$ cat src/rtl/pinfilter_pkg.sv
// ============================================================================
// Module      : pinfilter_pkg
// Description : Shared constants and helpers for the pin filter bank.
// Revision    : 1.0 - initial release
// ============================================================================
`default_nettype none

package pinfilter_pkg;

  // Pads idle high, so filters come out of reset reporting a released pin.
  localparam logic c_IDLE_LEVEL = 1'b1;

  function automatic int cnt_width(input int depth);
    return (depth <= 1) ? 1 : $clog2(depth);
  endfunction

endpackage : pinfilter_pkg

`default_nettype wire

$ cat src/rtl/pinfilter_chan.sv
// ============================================================================
// Module      : pinfilter_chan
// Description : One filtered pin: synchroniser, stability counter, edge bits.
// Revision    : 1.0 - initial release
// ============================================================================
`default_nettype none

module pinfilter_chan
  import pinfilter_pkg::*;
#(
  parameter int   DEPTH       = 2,
  parameter int   SYNC_STAGES = 2,
  parameter logic RESET_VAL   = c_IDLE_LEVEL
) (
  input  logic clk,
  input  logic reset,
  input  logic din,
  input  logic ena,
  output logic dout,
  output logic rise,
  output logic fall
);

  localparam int               CNT_W     = cnt_width(DEPTH);
  localparam logic [CNT_W-1:0] c_CNT_MAX = CNT_W'(DEPTH - 1);
  localparam logic [CNT_W-1:0] c_CNT_ONE = CNT_W'(1);

  logic [SYNC_STAGES-1:0] r_sync;
  logic [CNT_W-1:0]       r_cnt;
  logic                   r_dout;
  logic                   r_rise;
  logic                   r_fall;
  logic                   w_s;

  assign w_s = r_sync[SYNC_STAGES-1];

  always_ff @(posedge clk) begin
    if (reset) begin
      r_sync <= {SYNC_STAGES{RESET_VAL}};
    end else begin
      r_sync <= {r_sync[SYNC_STAGES-2:0], din};
    end
  end

  // Edge bits clear every cycle so a strobe is one clock wide regardless of ena.
  always_ff @(posedge clk) begin
    if (reset) begin
      r_cnt  <= '0;
      r_dout <= RESET_VAL;
      r_rise <= 1'b0;
      r_fall <= 1'b0;
    end else begin
      r_rise <= 1'b0;
      r_fall <= 1'b0;
      if (ena) begin
        if (w_s == r_dout) begin
          r_cnt <= '0;
        end else if (r_cnt == c_CNT_MAX) begin
          r_cnt  <= '0;
          r_dout <= w_s;
          r_rise <= w_s;
          r_fall <= ~w_s;
        end else begin
          r_cnt <= r_cnt + c_CNT_ONE;
        end
      end
    end
  end

  assign dout = r_dout;
  assign rise = r_rise;
  assign fall = r_fall;

endmodule : pinfilter_chan

`default_nettype wire

$ cat src/rtl/pinfilter_bank.sv
// ============================================================================
// Module      : pinfilter_bank
// Description : WIDTH independent deglitched GPIO inputs with edge strobes.
// Revision    : 1.0 - initial release
// ============================================================================
`default_nettype none

module pinfilter_bank
  import pinfilter_pkg::*;
#(
  parameter int               WIDTH       = 8,
  parameter int               DEPTH       = 2,
  parameter int               SYNC_STAGES = 2,
  parameter logic [WIDTH-1:0] RESET_VAL   = {WIDTH{c_IDLE_LEVEL}}
) (
  input  logic             clk,
  input  logic             reset,
  input  logic [WIDTH-1:0] din,
  input  logic             ena,
  output logic [WIDTH-1:0] dout,
  output logic [WIDTH-1:0] rise,
  output logic [WIDTH-1:0] fall,
  output logic             any_edge
);

  logic r_any_edge;

  for (genvar i = 0; i < WIDTH; i++) begin : g_chan
    pinfilter_chan #(
      .DEPTH       (DEPTH),
      .SYNC_STAGES (SYNC_STAGES),
      .RESET_VAL   (RESET_VAL[i])
    ) u_chan (
      .clk   (clk),
      .reset (reset),
      .din   (din[i]),
      .ena   (ena),
      .dout  (dout[i]),
      .rise  (rise[i]),
      .fall  (fall[i])
    );
  end

  always_ff @(posedge clk) begin
    if (reset) begin
      r_any_edge <= 1'b0;
    end else begin
      r_any_edge <= |(rise | fall);
    end
  end

  assign any_edge = r_any_edge;

endmodule : pinfilter_bank

`default_nettype wire

$ cat config.mk
export PLATFORM = sky130hd
export DESIGN_NAME = pinfilter_bank
export DESIGN_NICKNAME = d
export VERILOG_FILES = /design/src/rtl/pinfilter_pkg.sv /design/src/rtl/pinfilter_chan.sv /design/src/rtl/pinfilter_bank.sv
export SDC_FILE = /design/constraint.sdc
export NUM_CORES = 1
export LEC_CHECK = 0
export BUFFER_PORTS_ARGS = -buffer_cell sky130_fd_sc_hd__buf_2
export CORE_ASPECT_RATIO = 2
export CORE_MARGIN = 2
export CORE_UTILIZATION = 30
export CTS_BUF_LIST = sky130_fd_sc_hd__clkbuf_2 sky130_fd_sc_hd__clkbuf_4 sky130_fd_sc_hd__clkbuf_8
export CTS_CLUSTER_DIAMETER = 100
export DETAILED_ROUTE_END_ITERATION = 12
export PLACE_DENSITY = 0.59
export SLEW_MARGIN = 15
export SYNTH_ARGS = -nofsm -noshare
export SYNTH_HDL_FRONTEND = slang
export SYNTH_SLANG_ARGS = --single-unit
export TNS_END_PERCENT = 5
$ cat constraint.sdc
create_clock -name clk -period 0.83 [get_ports clk]
set_input_delay 0.166 -clock clk [delete_from_list [all_inputs] [get_ports clk]]
set_output_delay 0.166 -clock clk [all_outputs]
set_load 0.01 [all_outputs]
* Word level (Yosys, flattened, before mapping) *
Cells that the tools add are included.

word-level totals
  word-level logic and storage cells = 116
  input port bits = 11
  bits in registers = 49
  output and inout port bits = 25

cells by class
  reductions and logical operators = 17
  muxes and demuxes = 16
  $add $sub $neg = 8
  bitwise gates (word level) = 26
  eq/ne operators = 8

operators with widths
  cell                   count
  $reduce_or A4 Y1       8
  $not A1 Y1             25
  $reduce_and A3 Y1      8
  $mux W1                16
  $add A1 B1 Y1 const B  8
  $eq A1 B1 Y1           8
  $or A8 B8 Y8           1
  $reduce_or A8 Y1       1

* Longest topological paths before layout *
Gate-level depths: netlist of run 1.

  depth after elaboration = 3
  mapped depth = 4
  gate-level depth less buffers = 3

* Cells and area by module *
From an unflattened synthesis of run 1, not the netlist that was laid out.

unflattened totals
  cells, all modules = 142
  area total of the unflattened synthesis = 1,645.3 µm²

by module, submodules not included
  module          sequential area each (µm²)  cells each  area an instance (µm²)  instances
  pinfilter_chan  120.1                       17          198.9                   8
  pinfilter_bank  20.0                        6           53.8                    1

* Worst setup path before layout of run 1 *
OpenSTA, ideal clock, no wires.

  kind = reg-to-reg
  from = register g_chan[3].u_chan.r_dout
  to = register g_chan[3].u_chan.r_dout
  arrival = 0.689 ns
  stages on the path, launching flop included = 3
  setup slack = 0.019 ns
  buffers on the path = 0
  data required time = 0.708 ns
  period minus slack after synthesis = 0.811 ns
  library setup time = 0.122 ns
  path through = dfxtp_1 a21boi_0 a311o_1

between the ends
  longest elaborated chain between the ends = 3

RTL lines
  element                             line                  source
  start: declaration                  pinfilter_chan.sv:30  logic r_dout;
  start signal: assignment            pinfilter_chan.sv:60  r_dout <= w_s;
  $eq A1 B1 Y1                        pinfilter_chan.sv:56  if (w_s == r_dout) begin
  $not A1 Y1 (no source line)         -
  $reduce_and A3 Y1 (no source line)  -

Every way passes these cells.
A chain may end at the register's enable or synchronous reset.

* Final worst setup path of run 1 *
  from = register g_chan[1].u_chan.r_dout
  to = output dout[1]

RTL lines
  element                   line                  source
  start: declaration        pinfilter_chan.sv:30
  start signal: assignment  pinfilter_chan.sv:60
  end: declaration          pinfilter_bank.sv:20  output logic [WIDTH-1:0] dout,

No word-level cell between the ends.

==> results of run 1 <==
==> worst max-delay path: stages (launching register included) <==
cell and delay [ns]:
sky130_fd_sc_hd__dfxtp_2 0.34, sky130_fd_sc_hd__buf_6 0.11, sky130_fd_sc_hd__buf_6 0.11
==> routing by layer <==
metal / global-route usage (%) / wire [um] / part of all wire [%] / up-vias
met5: 0 / 0 / 0 / -
met4: 8.296 / 137 / 4.0 / 0
met3: 2.790 / 121 / 3.6 / 8
met2: 19.20 / 1842 / 54 / 30
met1: 10.70 / 1285 / 38 / 561
li1: - / - / - / 660
==> through the flow <==
step | worst slack [ns] | hold WS (ns)
floorplan | 0.01869 | 0.2698
global placement | -0.1442 | 0.3481
detailed placement | -0.1790 | 0.3509
CTS | -0.2057 | 0.02092
global route | -0.2224 | 0.02955
finish | -0.1898 | 0.03546
==> power groups by stage <==
stage / combinational, mW / clock (mW) / sequential (mW)
finish: 0.272 / 1.43 / 2.45
global route: 0.305 / 1.58 / 2.46
CTS: 0.272 / 1.50 / 2.45
global placement: 0.235 / 0 / 2.51
detailed placement: 0.240 / 0 / 2.51
floorplan: 0.159 / 0 / 2.50
==> final timing paths <==
check | startpoint | endpoint | depth (start not counted)
max | g_chan[1].u_chan.dout | dout[1] | 2
min reg2reg | g_chan[0].u_chan.r_sync[0] | g_chan[0].u_chan.r_sync[1] | 1
min | din[3] | g_chan[3].u_chan.r_sync[0] | 2
max reg2reg | g_chan[7].u_chan.rise | any_edge | 3
==> timing repair <==
item / CTS / global route
gates resized for setup: 58 / 9
buffers inserted: 8 / 2
setup endpoints to repair: 34 / 46
==> flip-flops by register name (all words and copies together), names as in the netlist <==
name,cells
g_chan.u_chan.r_sync,16
g_chan.u_chan.dout,8
g_chan.u_chan.fall,8
g_chan.u_chan.r_cnt,8
g_chan.u_chan.rise,8
any_edge,1
==> cell type report <==
type                            count  area (um2)  share of cell area [%]
Clock buffer                        7       90.09                   3.698
Multi-Input combinational cell    101       689.4                   28.30
Sequential cell                    49        1020                   41.86
Tap cell                           63       78.83                   3.236
Timing Repair Buffer               62       558.0                   22.91
==> logic make-up after synthesis <==
| group | count (synthesis) |
|---|---|
| AOI/OAI and AO/OA | 25 |
| DFF | 49 |
| xor gates and xnor gates | 8 |
| buffers and inverters | 31 |
| and+or+nand+nor | 68 |
==> synthesized netlist by cell type, drive strengths merged <==
cell type  count  area, um2
a21boi         8      60.06
a21oi          8      40.04
a311o          8      80.08
a41oi          1      8.760
buf           28      202.7
clkbuf         3      12.51
dfxtp         49      980.9
nand2          8      30.03
nand2b         1      6.260
nand3b         1      7.510
nor2           7      26.28
nor2b         15      93.84
nor3b         16      120.1
nor4           4      25.02
or2           16      100.1
xor2           8      70.07
==> results.toml, run 1 <==
[pwr]
p_clk_share_pct = 34.4
power.net_switching_uw = 893.8
net_switching_share_of_the_total_power_pct = 21.52
pint_mw = 3.260
leakage_power_nw = 0.9585
total_power_mw = 4.154
seq_power_share_pct = 59.1
comb_power_share_pct = 6.5
pwr_density_cell_mw_per_mm2 = 1705
max-vdd-ir-drop_v = 0.0006469

[worst_setup_path]
cp_data_required_time_ns = 0.66
rrSetupSlack_ns = -0.15
worst-setup-path-type = "reg -> out"
kind_of_start_point_of_the_critical_path = "register"
worst-endpoint-arrival_ns = 0.85
worst-path-max-fanout = 3
cp-end-kind = "primary output"

[place]
place.port_buffers = 35
detailed_place_hpwl_um = 2343
place_inst = 265
dpl_cell_area_mm2 = 0.002031
gpl.final_weighted_congestion = 0.7436

[yosys]
synth_mux_area_share_pct = 0
post_synth_xor_area_fraction_pct = 3.758
synth-adder-area-share_pct = 0
yosys_warnings = 0
syn_inst = 181
post_synth_instance_area_mm2 = 0.001864
fraction_of_the_mapped_netlist_area_in_compound_gates_pct = 10.13
syn-mean-instance-area_um2 = 10.30
synth_simple_gate_area_share_pct = 21.95
largest_family_of_logic_cells_by_synthesized_area = "simple AND/OR/NAND/NOR gates"
synth_nets = 192
synth.yosys.seq_area_share_pct = 52.62
count_of_unique_library_cells_instantiated_by_yosys = 18
ys_seq_elements = 49

[cells_and_area]
most_frequent_standard_cell_in_the_layout_excluding_fill_and_tap_cells = "sky130_fd_sc_hd__buf_6"
area_delta_synth_final_pct = 30.67
fin_nets = 230
antenna-diode-count = 0
postLayoutCellArea_mm2 = 0.002436
fin_cells = 282
nFillCells = 590
layout_common_cells = "32 x sky130_fd_sc_hd__buf_6, 28 x sky130_fd_sc_hd__dfxtp_2, 20 x sky130_fd_sc_hd__dfxtp_1"
drive_gt1_share_pct = 53.88
post-route-util_pct = 40.56

[detailed_routing]
drt_wl_total_um = 3387
drc_errors = 0
drt_iter0_markers = 28
drt_pass1_iterations = 4
postRouteAntennaNets = 0
drt-wirelength-per-cell_um = 12.01
dr_total_vias = 1259
vias_per_cell = 4.465

[global_routing]
grt_pass1_vias = 1229
grtUsageTotal_pct = 11.07
largest_net_degree_at_the_start_of_global_routing = 21
number_of_antenna_violations_at_the_first_check_in_global_routing = 0
grt_first_pass_wirelength_um = 5526
grt_overflow_total = 0

[run]
max_cap_violations = 0

[die]
core_area_mm2 = 0.006006
core.rowCount = 40
die_width_um = 59.74
io_pins = 36
die_h_um = 115.5
floorplan.initialDensity_pct = 31.04
dieArea_mm2 = 0.006899

[min_path]
worst_hold_path_type = "in -> reg"

[clocking]
clkSlewWorstSetupHoldPaths_ns = 0.08
cts-hold-fix-buffers = 0
clock-root-buffer = "sky130_fd_sc_hd__clkbuf_8"
cts_tree = "yes"
cts_made_buffers = 5
cts.sinks = 49
clock_network_latency_to_the_later_pin_of_the_worst_skew_pair_ns = 0.30
max-clock-path-buffers = 2
ctsHtreeMaxLevel = 2

[timing]
setup_ws_ns = -0.1898
final.period_utilization_pct = 122.9
layout_min_cycle_time_ns = 1.020
final_max_slew_viol_count = 0
finalHoldViolations = 0
relSlewSlack_pct = 79.88
achievable-frequency_mhz = 980.5
rsz0062_at_grt = "true"
setup-tns-final_ns = -4.233
finalSetupViolations = 41
skew_ns = 0.008219
worst_slew_pin_slew_ns = 0.2990

[status]
status = "finished, violations left"
failing_checks = "setup timing"
No activity file was read; power rests on OpenSTA's default activity.
==> run 2, diff against run 1 <==
- SKIP_CTS_REPAIR_TIMING: default -> 1
==> results.toml, run 2 (synthesis gave the netlist of run 1 again) <==
[pwr]
total_power_mw = 4.136
p_clk_share_pct = 34.4
comb_power_share_pct = 6.3
pwr_density_cell_mw_per_mm2 = 1731
seq_power_share_pct = 59.3
leakage_power_nw = 0.9317
pint_mw = 3.250
max-vdd-ir-drop_v = 0.0006454
power.net_switching_uw = 885.4
net_switching_share_of_the_total_power_pct = 21.41

[timing]
rsz0062_at_grt = "true"
relSlewSlack_pct = 79.89
worst_slew_pin_slew_ns = 0.2989
finalSetupViolations = 34
setup-tns-final_ns = -3.564
final_max_slew_viol_count = 0
achievable-frequency_mhz = 953.9
fin_hold_ws_ns = 0.03528
layout_min_cycle_time_ns = 1.048
finalHoldViolations = 0
final.period_utilization_pct = 126.3
skew_ns = 0.007560
setup_ws_ns = -0.2184

[place]
preCtsSetupSlack_ns = -0.1790
place.port_buffers = 35
place_inst = 265
detailed_place_hpwl_um = 2343
dpl_cell_area_mm2 = 0.002031
gpl.final_weighted_congestion = 0.7436

[detailed_routing]
drt_iter0_markers = 19
drt-wirelength-per-cell_um = 11.95
drc_errors = 0
dr_total_vias = 1228
drt_pass1_iterations = 4
drt_wl_total_um = 3311
postRouteAntennaNets = 0
vias_per_cell = 4.433

[clocking]
clock_network_latency_to_the_later_pin_of_the_worst_skew_pair_ns = 0.30
clock-root-buffer = "sky130_fd_sc_hd__clkbuf_8"
ctsHtreeMaxLevel = 2
cts_made_buffers = 5
clkSlewWorstSetupHoldPaths_ns = 0.08
max-clock-path-buffers = 2
cts_tree = "yes"
cts.sinks = 49

[run]
max_cap_violations = 0

[cells_and_area]
postLayoutCellArea_mm2 = 0.002390
fin_nets = 225
antenna-diode-count = 0
largest_register = "g_chan.u_chan.r_sync"
area_delta_synth_final_pct = 28.19
drive_gt1_share_pct = 53.74
post-route-util_pct = 39.79
layout_common_cells = "32 x sky130_fd_sc_hd__dfxtp_2, 32 x sky130_fd_sc_hd__buf_6, 16 x sky130_fd_sc_hd__nor3b_1, 16 x sky130_fd_sc_hd__or2_2, 15 x sky130_fd_sc_hd__nor2b_1"
fin_cells = 277
largest_register_ff_count = 16
nFillCells = 594

[worst_setup_path]
worst-path-max-fanout = 4
worst-setup-path-type = "reg -> out"
cp_data_required_time_ns = 0.66
cp-end-kind = "primary output"
worst-endpoint-arrival_ns = 0.88
kind_of_start_point_of_the_critical_path = "register"

[die]
dieArea_mm2 = 0.006899
die_width_um = 59.74
die_h_um = 115.5
core.rowCount = 40
core_area_mm2 = 0.006006
io_pins = 36
floorplan.initialDensity_pct = 31.04

[global_routing]
grt_pass1_vias = 1150
grtUsageTotal_pct = 10.63
largest_net_degree_at_the_start_of_global_routing = 21
grt_first_pass_wirelength_um = 5285
number_of_antenna_violations_at_the_first_check_in_global_routing = 0
grt_overflow_total = 0

[min_path]
worst_hold_path_type = "in -> reg"

[status]
failing_checks = "setup timing"
status = "finished, violations left"
[run 2: cell count changes in the layout (fill, tap and decap cells not counted), moves of 3 or more]
cell                      previous run  this run
sky130_fd_sc_hd__nor3b_2             3         0
sky130_fd_sc_hd__dfxtp_2            28        32
sky130_fd_sc_hd__nor3b_1            13        16
sky130_fd_sc_hd__dfxtp_1            20        14
sky130_fd_sc_hd__buf_4              19        14
[run 2: critical path: stages (launching register included)]
cell	delay, ns
sky130_fd_sc_hd__dfxtp_4	0.36
sky130_fd_sc_hd__buf_6	0.11
sky130_fd_sc_hd__buf_6	0.11
[run 2: layer usage]
layer  vias up  share of wire (%)  global-route usage (%)
met4         0                3.7                   8.296
met5         -                  0                       0
met3         6                3.4                   2.902
met1       544                 39                   10.70
met2        27                 54                   17.68
li1        651                  -                       -
[run 2: cell type report]
class	instances	area (um2)	share of cell area, %
Sequential cell	49	1032	43.19
Multi-Input combinational cell	101	668.1	27.96
Timing Repair Buffer	57	520.5	21.78
Clock buffer	7	90.09	3.770
Tap cell	63	78.83	3.298
[run 2: worst paths after layout]
check,from,end,slack (ns),cells after the start
min reg2reg,g_chan[0].u_chan.r_sync[0],g_chan[0].u_chan.r_sync[1],0.41,1
min,din[3],g_chan[3].u_chan.r_sync[0],0.04,2
max,g_chan[5].u_chan.dout,dout[5],-0.22,2
max reg2reg,g_chan[7].u_chan.rise,any_edge,-0.18,3
[run 2: power by group through the flow]
stage               sequential [mW]  clock, mW  combinational [mW]
floorplan                      2.50          0               0.159
global placement               2.51          0               0.235
detailed placement             2.51          0               0.240
CTS                            2.45       1.50               0.241
global route                   2.46       1.58               0.294
finish                         2.45       1.42               0.261
